`config.mk`:
```
export PLATFORM = sky130hd
export DESIGN_NAME = mem_access_unit
export DESIGN_NICKNAME = d
export VERILOG_FILES = /design/src/rtl/mem_access_unit.sv
export SDC_FILE = /design/constraint.sdc
export NUM_CORES = 1
export LEC_CHECK = 0
export CAP_MARGIN = 20
export CORE_MARGIN = 2
export CORE_UTILIZATION = 40
export DETAILED_ROUTE_END_ITERATION = 8
export GPL_ROUTABILITY_DRIVEN = 1
export PLACE_DENSITY = 0.76
export SYNTH_ARGS = -nofsm -noshare
export SYNTH_HDL_FRONTEND = slang
export SYNTH_SLANG_ARGS = --single-unit
```
`constraint.sdc`:
```
create_clock -name clk -period 2 [get_ports clk]
set_input_delay 0.4 -clock clk [delete_from_list [all_inputs] [get_ports clk]]
set_output_delay 0.4 -clock clk [all_outputs]
set_load 0.02 [all_outputs]
```
`src/rtl/mem_access_unit.sv`:
```
// mem_access_unit: load/store engine between the register file and a
// variable-latency data memory using a req/ack handshake.
//
// Ports
//   clk, reset          clock (posedge), asynchronous active-low reset
//   ld_req, st_req      start a load / store; sampled only while busy=0
//   addr, st_data       access address and store byte
//   dst_ptr             load destination register (register 0 is never written)
//   busy                access in flight; the core must stall
//   done, err           one-cycle completion / timeout-or-illegal pulses
//   rf_di, rf_ptr_w     load data and pointer to the register-file write port
//   rf_we               register-file write enable, one cycle per load
//   mem_req, mem_wr     memory request and direction (1=write)
//   mem_addr, mem_wdata memory address and write data, stable during mem_req
//   mem_rdata, mem_ack  memory read data and completion
module mem_access_unit #(
    parameter int unsigned TIMEOUT = 16,
    parameter int unsigned CNT_W   = 5
) (
    input  logic       clk,
    input  logic       reset,
    input  logic       ld_req,
    input  logic       st_req,
    input  logic [7:0] addr,
    input  logic [7:0] st_data,
    input  logic [4:0] dst_ptr,
    output logic       busy,
    output logic       done,
    output logic       err,
    output logic [7:0] rf_di,
    output logic [4:0] rf_ptr_w,
    output logic       rf_we,
    output logic       mem_req,
    output logic       mem_wr,
    output logic [7:0] mem_addr,
    output logic [7:0] mem_wdata,
    input  logic [7:0] mem_rdata,
    input  logic       mem_ack
);

    typedef enum logic [1:0] {
        S_IDLE,
        S_ACCESS,
        S_WB
    } state_e;

    state_e           state_q, state_d;
    logic [CNT_W-1:0] cnt_q, cnt_d;
    logic             wr_q, wr_d;
    logic [7:0]       addr_q, addr_d;
    logic [7:0]       wdata_q, wdata_d;
    logic [4:0]       ptr_q, ptr_d;
    logic [7:0]       rf_di_q, rf_di_d;
    logic [4:0]       rf_ptr_q, rf_ptr_d;
    logic             rf_we_q, rf_we_d;
    logic             done_q, done_d;
    logic             err_q, err_d;

    always_ff @(posedge clk or negedge reset) begin
        if (!reset) begin
            state_q  <= S_IDLE;
            cnt_q    <= '0;
            wr_q     <= 1'b0;
            addr_q   <= '0;
            wdata_q  <= '0;
            ptr_q    <= '0;
            rf_di_q  <= '0;
            rf_ptr_q <= '0;
            rf_we_q  <= 1'b0;
            done_q   <= 1'b0;
            err_q    <= 1'b0;
        end else begin
            state_q  <= state_d;
            cnt_q    <= cnt_d;
            wr_q     <= wr_d;
            addr_q   <= addr_d;
            wdata_q  <= wdata_d;
            ptr_q    <= ptr_d;
            rf_di_q  <= rf_di_d;
            rf_ptr_q <= rf_ptr_d;
            rf_we_q  <= rf_we_d;
            done_q   <= done_d;
            err_q    <= err_d;
        end
    end

    // done/err/rf_we are registered pulses: they appear in the cycle after the
    // deciding state, which gives store done at N+2 and load write-back at N+3.
    always_comb begin
        state_d  = state_q;
        cnt_d    = cnt_q;
        wr_d     = wr_q;
        addr_d   = addr_q;
        wdata_d  = wdata_q;
        ptr_d    = ptr_q;
        rf_di_d  = rf_di_q;
        rf_ptr_d = rf_ptr_q;
        rf_we_d  = 1'b0;
        done_d   = 1'b0;
        err_d    = 1'b0;

        unique case (state_q)
            S_IDLE: begin
                if (ld_req || st_req) begin
                    addr_d  = addr;
                    wdata_d = st_data;
                    ptr_d   = dst_ptr;
                    wr_d    = st_req;             // simultaneous ld+st runs as a store
                    err_d   = ld_req && st_req;
                    cnt_d   = '0;
                    state_d = S_ACCESS;
                end
            end
            S_ACCESS: begin
                if (mem_ack) begin
                    // ack takes priority over a timeout hit in the same cycle
                    if (wr_q) begin
                        done_d  = 1'b1;
                        state_d = S_IDLE;
                    end else begin
                        rf_di_d = mem_rdata;
                        state_d = S_WB;
                    end
                end else if (cnt_q == CNT_W'(TIMEOUT - 1)) begin
                    err_d   = 1'b1;
                    state_d = S_IDLE;
                end else begin
                    cnt_d = cnt_q + 1'b1;
                end
            end
            S_WB: begin
                rf_ptr_d = ptr_q;
                rf_we_d  = (ptr_q != 5'd0);       // register 0 is hardwired zero
                done_d   = 1'b1;
                state_d  = S_IDLE;
            end
            default: state_d = S_IDLE;
        endcase
    end

    assign busy      = (state_q != S_IDLE);
    assign mem_req   = (state_q == S_ACCESS);
    assign mem_wr    = wr_q;
    assign mem_addr  = addr_q;
    assign mem_wdata = wdata_q;
    assign rf_di     = rf_di_q;
    assign rf_ptr_w  = rf_ptr_q;
    assign rf_we     = rf_we_q;
    assign done      = done_q;
    assign err       = err_q;

endmodule

```
# ---- Word level (Yosys, flattened, before mapping)
# Cells that the tools add are included.
dict set report word_totals {
  elab_cells 47
  input_bits 34
  register_bits 45
  output_inout_bits 35
}
dict set report classes {
  mux 17
  add_sub_neg 1
  n_reduce_logical 10
  bitwise 1
  n_eq_ne 7
}
# cell count
set ops {}
lappend ops {{$mux W5} 3}
lappend ops {{$pmux W5 S2} 1}
lappend ops {{$mux W2} 4}
lappend ops {{$mux W1} 6}
lappend ops {{$ne A2 B2 Y1 const B} 3}
lappend ops {{$add A5 B1 Y5 const B} 1}
lappend ops {{$eq A5 B4 Y1 const B} 1}
lappend ops {{$reduce_bool A5 Y1} 1}
lappend ops {{$pmux W1 S2} 2}
lappend ops {{$pmux W2 S2} 1}
lappend ops {{$reduce_and A2 Y1} 2}
lappend ops {{$reduce_and A4 Y1} 1}
lappend ops {{$reduce_bool A2 Y1} 2}
lappend ops {{$ne A3 B1 Y1 const B} 1}
lappend ops {{$reduce_and A3 Y1} 1}
lappend ops {{$eq A2 B1 Y1 const B} 1}
lappend ops {{$eq A2 B2 Y1 const B} 1}
lappend ops {{$logic_not A2 Y1} 1}
lappend ops {{$logic_and A1 B1 Y1} 1}
lappend ops {{$logic_or A1 B1 Y1} 1}
lappend ops {{$not A1 Y1} 1}

# ---- Longest topological paths before layout
dict set report depth {
  depth_word 4
  mapped_depth 7
  mapped_depth_nobuf 7
}

# ---- Worst setup path after synthesis
# OpenSTA, ideal clock, no wires.
dict set report synth_path {
  path_kind {reg2reg}
  startpoint {register cnt_q[0]}
  endpoint {register cnt_q[3]}
  path_buffers 0
  path_stages_with_launch 8
  path_slack_ps -2
  period_less_slack_ps 2002
  arrival_time_ps 1870
  setup_ps 132
  path_cell_list {dfrtp_1 ha_1 and3_1 ha_1 or3b_1 or2_1 a31oi_1 o211ai_2}
}
dict set report synth_between {
  elab_chain_len 4
  elab_cells_between_ends 7
  classes_between {add/sub (1); eq/ne (2); mux (3); reduce/logical (1)}
}
# item line_no
set synth_rtl {}
lappend synth_rtl {{start, declared} 48} ;# logic [CNT_W-1:0] cnt_q, cnt_d;
lappend synth_rtl {{start signal, assigned} 74} ;# cnt_q <= cnt_d;
lappend synth_rtl {{$add A5 B1 Y5} 128} ;# cnt_d = cnt_q + 1'b1;
lappend synth_rtl {{$mux W5} 124} ;# end else if (cnt_q == CNT_W'(TIMEOUT - 1)) begin
lappend synth_rtl {{$mux W5} 115} ;# if (mem_ack) begin
lappend synth_rtl {{$pmux W5 S2} 102} ;# unique case (state_q)
# Several ways; a longest one is shown, not always the timed one. The select of a mux whose other input is x is not followed.
# A chain may end at the register's enable or synchronous reset.

# ---- Worst setup path in the final report
dict set report layout_path {
  startpoint {register cnt_q[1]}
  endpoint {register cnt_q[3]}
}
# Same word-level chain as after synthesis.

==> report_table.html <==
<table>
<tr><th>Metric</th><th>Value</th></tr>
<tr><th colspan="2">Worst setup path</th></tr>
<tr><td>Minimum setup slack among reg-to-reg paths</td><td>0.06 ns</td></tr>
<tr><td>Cell count of the worst reg-to-reg path</td><td>7</td></tr>
<tr><td>Crit. End Element</td><td>flip-flop</td></tr>
<tr><td>Worst EP required</td><td>2.18 ns</td></tr>
<tr><td>Arrival time at the worst endpoint</td><td>2.12 ns</td></tr>
<tr><td>Largest fanout on the critical path</td><td>3</td></tr>
<tr><td>Critical setup path kind</td><td>reg -&gt; reg</td></tr>
<tr><td>Kind of start point of the critical path</td><td>flip-flop</td></tr>
<tr><th colspan="2">Place</th></tr>
<tr><td>Final weighted congestion of routability-driven global placement</td><td>0.833</td></tr>
<tr><td>Area post-placement</td><td>2740 sq um</td></tr>
<tr><td>Half-perimeter wire length after detailed placement</td><td>3050 um</td></tr>
<tr><td>PortBufs</td><td>68</td></tr>
<tr><th colspan="2">STA</th></tr>
<tr><td>TNS Setup</td><td>0 ns</td></tr>
<tr><td>Highest clock rate</td><td>516 MHz</td></tr>
<tr><td>Worst slack on hold paths</td><td>0.0220 ns</td></tr>
<tr><td>Actual slew at the worst max-slew pin</td><td>0.583 ns</td></tr>
<tr><td>Final hold violation count</td><td>0</td></tr>
<tr><td>Crit path time final</td><td>1.94 ns</td></tr>
<tr><td>Unrepaired setup endpoints after global routing</td><td>yes</td></tr>
<tr><td>Worst clock skew on the final layout</td><td>0.00719 ns</td></tr>
<tr><td>Final worst-path cycle share</td><td>0.970</td></tr>
<tr><td>Rel. slew slack</td><td>0.609</td></tr>
<tr><td>Total setup violations reported at the end of the flow</td><td>0</td></tr>
<tr><td>Final-report max-slew violation count</td><td>0</td></tr>
<tr><th colspan="2">Drt</th></tr>
<tr><td>Average routed wire per standard cell</td><td>14.9 um</td></tr>
<tr><td>Via density</td><td>5.08</td></tr>
<tr><td>Router iterations before antenna repair</td><td>4</td></tr>
<tr><td>Number of DRC violations after detailed-routing iteration 0</td><td>41</td></tr>
<tr><td>Post-detailed-route DRC marker count</td><td>0</td></tr>
<tr><td>Vias after detailed routing</td><td>1408</td></tr>
<tr><td>Post-route ant nets</td><td>0</td></tr>
<tr><td>Total routed wirelength</td><td>4120 um</td></tr>
<tr><th colspan="2">Clock network</th></tr>
<tr><td>Total setup buffers inserted after CTS</td><td>0</td></tr>
<tr><td>Clock root cell</td><td>clkbuf_8</td></tr>
<tr><td>Buffer levels on the longest clock path</td><td>2</td></tr>
<tr><td>CTS tree</td><td>done</td></tr>
<tr><td>Total number of H-tree levels</td><td>2</td></tr>
<tr><td>Insertion delay of the later-clocked pin in the worst-skew pair</td><td>0.29 ns</td></tr>
<tr><td>Number of buffers inserted for hold repair after clock tree synthesis</td><td>0</td></tr>
<tr><td>CTS buffer count</td><td>5</td></tr>
<tr><td>CTS sink cnt</td><td>45</td></tr>
<tr><td>Clock transition at the registers of the reported paths</td><td>0.09 ns</td></tr>
<tr><th colspan="2">Floorplan</th></tr>
<tr><td>Area of the die</td><td>5310 sq um</td></tr>
<tr><td>Initial core utilization</td><td>0.407</td></tr>
<tr><td>Core area</td><td>4660 sq um</td></tr>
<tr><td>Chip Width</td><td>72.8 um</td></tr>
<tr><td>Vert. Die Dim</td><td>72.8 um</td></tr>
<tr><td>Site row count</td><td>25</td></tr>
<tr><td>I/O Pins</td><td>69</td></tr>
<tr><th colspan="2">Synthesis</th></tr>
<tr><td>Flop and latch count out of synthesis</td><td>45</td></tr>
<tr><td>Mapped Cells</td><td>140</td></tr>
<tr><td>Post-synthesis average cell area</td><td>13.5 sq um</td></tr>
<tr><td>Proportion of netlist area held by the largest area contributor</td><td>0.594</td></tr>
<tr><td>Post-synthesis sequential area ratio</td><td>0.594</td></tr>
<tr><td>Unique masters post-synth</td><td>29</td></tr>
<tr><td>Largest area contributor in the synthesized netlist</td><td>dfrtp_1</td></tr>
<tr><td>Post-Synthesis Cell Area</td><td>1900 sq um</td></tr>
<tr><td>Top area cells in the synthesized netlist</td><td>dfrtp_1, mux2_2, ha_1</td></tr>
<tr><td>Count of yosys warnings during synthesis</td><td>0</td></tr>
<tr><td>Syn Nets</td><td>179</td></tr>
<tr><th colspan="2">Layout</th></tr>
<tr><td>Ratio of cells with drive above 1 in the final layout</td><td>0.283</td></tr>
<tr><td>Most frequent cells in the layout</td><td>clkdlybuf4s50_1, dfrtp_1, mux2_2</td></tr>
<tr><td>Leading cell type in the layout, fill and taps excluded</td><td>clkdlybuf4s50_1</td></tr>
<tr><td>Cell area after layout</td><td>2850 sq um</td></tr>
<tr><td>Net count reported at finish</td><td>261</td></tr>
<tr><td>Diode count</td><td>0</td></tr>
<tr><td>Final-layout fill cell count</td><td>395</td></tr>
<tr><td>Relative area change from synthesis to final layout</td><td>50.6%</td></tr>
<tr><th colspan="2">Job</th></tr>
<tr><td>Maximum capacitance violations</td><td>0</td></tr>
<tr><th colspan="2">Global routing</th></tr>
<tr><td>Number of antenna violations at the first check in global routing</td><td>0</td></tr>
<tr><td>Global route overflow</td><td>0</td></tr>
<tr><td>Total track usage</td><td>0.168</td></tr>
<tr><td>Number of global-route vias before repair</td><td>1482</td></tr>
<tr><td>Global-route wire length before repair</td><td>6760 um</td></tr>
<tr><td>Largest net degree at the start of global routing</td><td>31</td></tr>
<tr><th colspan="2">Hold path</th></tr>
<tr><td>Worst hold path type</td><td>in -&gt; async</td></tr>
<tr><th colspan="2">Pwr</th></tr>
<tr><td>Peak supply drop</td><td>0.000706 V</td></tr>
<tr><td>Standby leakage power</td><td>0.00120 uW</td></tr>
<tr><td>Pwr Density</td><td>1550 nW/um^2</td></tr>
<tr><th colspan="2">Status</th></tr>
<tr><td>Result of the run</td><td>complete, no violations</td></tr>
</table>
## worst paths after layout
path	endpoint	from
setup / recovery	cnt_q[3]$_DFFE_PN0P_	cnt_q[1]$_DFFE_PN0P_
hold / removal	rf_ptr_w[1]$_DFFE_PN0P_	reset
setup reg to reg	cnt_q[3]$_DFFE_PN0P_	cnt_q[1]$_DFFE_PN0P_
hold reg to reg	cnt_q[4]$_DFFE_PN0P_	cnt_q[4]$_DFFE_PN0P_
max in group asynchronous	ptr_q[0]$_DFFE_PN0P_	reset
min in group clk	cnt_q[4]$_DFFE_PN0P_	cnt_q[4]$_DFFE_PN0P_
## metrics by stage
stage	worst slack (ns)	cells	power, uW	util
floorplan	0.0104	140	2800	-
global placement	0.0501	269	3860	0.587
detailed placement	0.0253	269	3920	0.587
CTS	0.00981	277	4460	0.605
global route	-0.0237	277	4700	0.612
finish	0.0609	277	4430	0.612
## cells by family after synthesis
kind of cell,Yosys count,share of synthesized area
AOI/OAI and AO/OA,15,0.0535
adders and majority gates,5,0.0330
buffers and inverters,9,0.0205
DFF,45,0.594
muxes,35,0.208
and+or+nand+nor,31,0.0911
## routing by layer
metal	track usage	routed length, um
met1	0.204	1710
met2	0.284	2060
met3	0.0483	273
met4	0.0617	76
met5	0	0
## critical path, cell delays in order (launching register included)
cell	delay, ns
dfrtp_1	0.40
ha_2	0.19
and3_4	0.18
ha_4	0.15
or3b_4	0.36
or2_1	0.23
a31oi_1	0.20
o211ai_2	0.11
## where the power goes
part,switching (uW),internal (uW)
Sequential,228,1330
Clock,308,246
Combinational,1070,1250
Total,1600,2820
## state kept, by name (all words and copies together), names as in the netlist
register	flops
cnt_q	5
rf_we	1
done	1
state_q	2
err	1
mem_wr	1
rf_di	8
mem_wdata	8
rf_ptr_w	5
mem_addr	8
ptr_q	5
## cells in the mapped netlist, drive strengths merged
cell,number
nor3,1
nor3b,1
ha,5
a31oi,2
or2,1
and3,1
or3b,2
or4,1
a2bb2oi,1
o21a,1
clkbuf,1
nand2,9
dfrtp,45
or3,1
buf,4
nand3,4
o31ai,1
nand3b,2
a22o,1
o2111ai,1
inv,4
nand2b,2
a21oi,1
mux2,35
nor2b,2
nor2,3
nor4,1
o21ai,6
o211ai,1
## layout make-up
| cell class | instances | area [sq um] | area share |
|---|---|---|---|
| Clock buffer | 6 | 72.6 | 0.0254 |
| Clock inverter | 2 | 15.0 | 0.00526 |
| Inverter | 4 | 15.0 | 0.00526 |
| Multi-Input combinational cell | 86 | 769 | 0.270 |
| Sequential cell | 45 | 1130 | 0.395 |
| Tap cell | 54 | 67.6 | 0.0237 |
| Timing Repair Buffer | 80 | 788 | 0.276 |
## timing repair
item | 4_1_cts | 5_1_grt
gates resized for setup | 2 | 6
pin swaps | 0 | 4
endpoints found under the setup margin | 2 | 5
gates cloned | 0 | 0
Note: power is estimated with default switching activity, not from simulation.
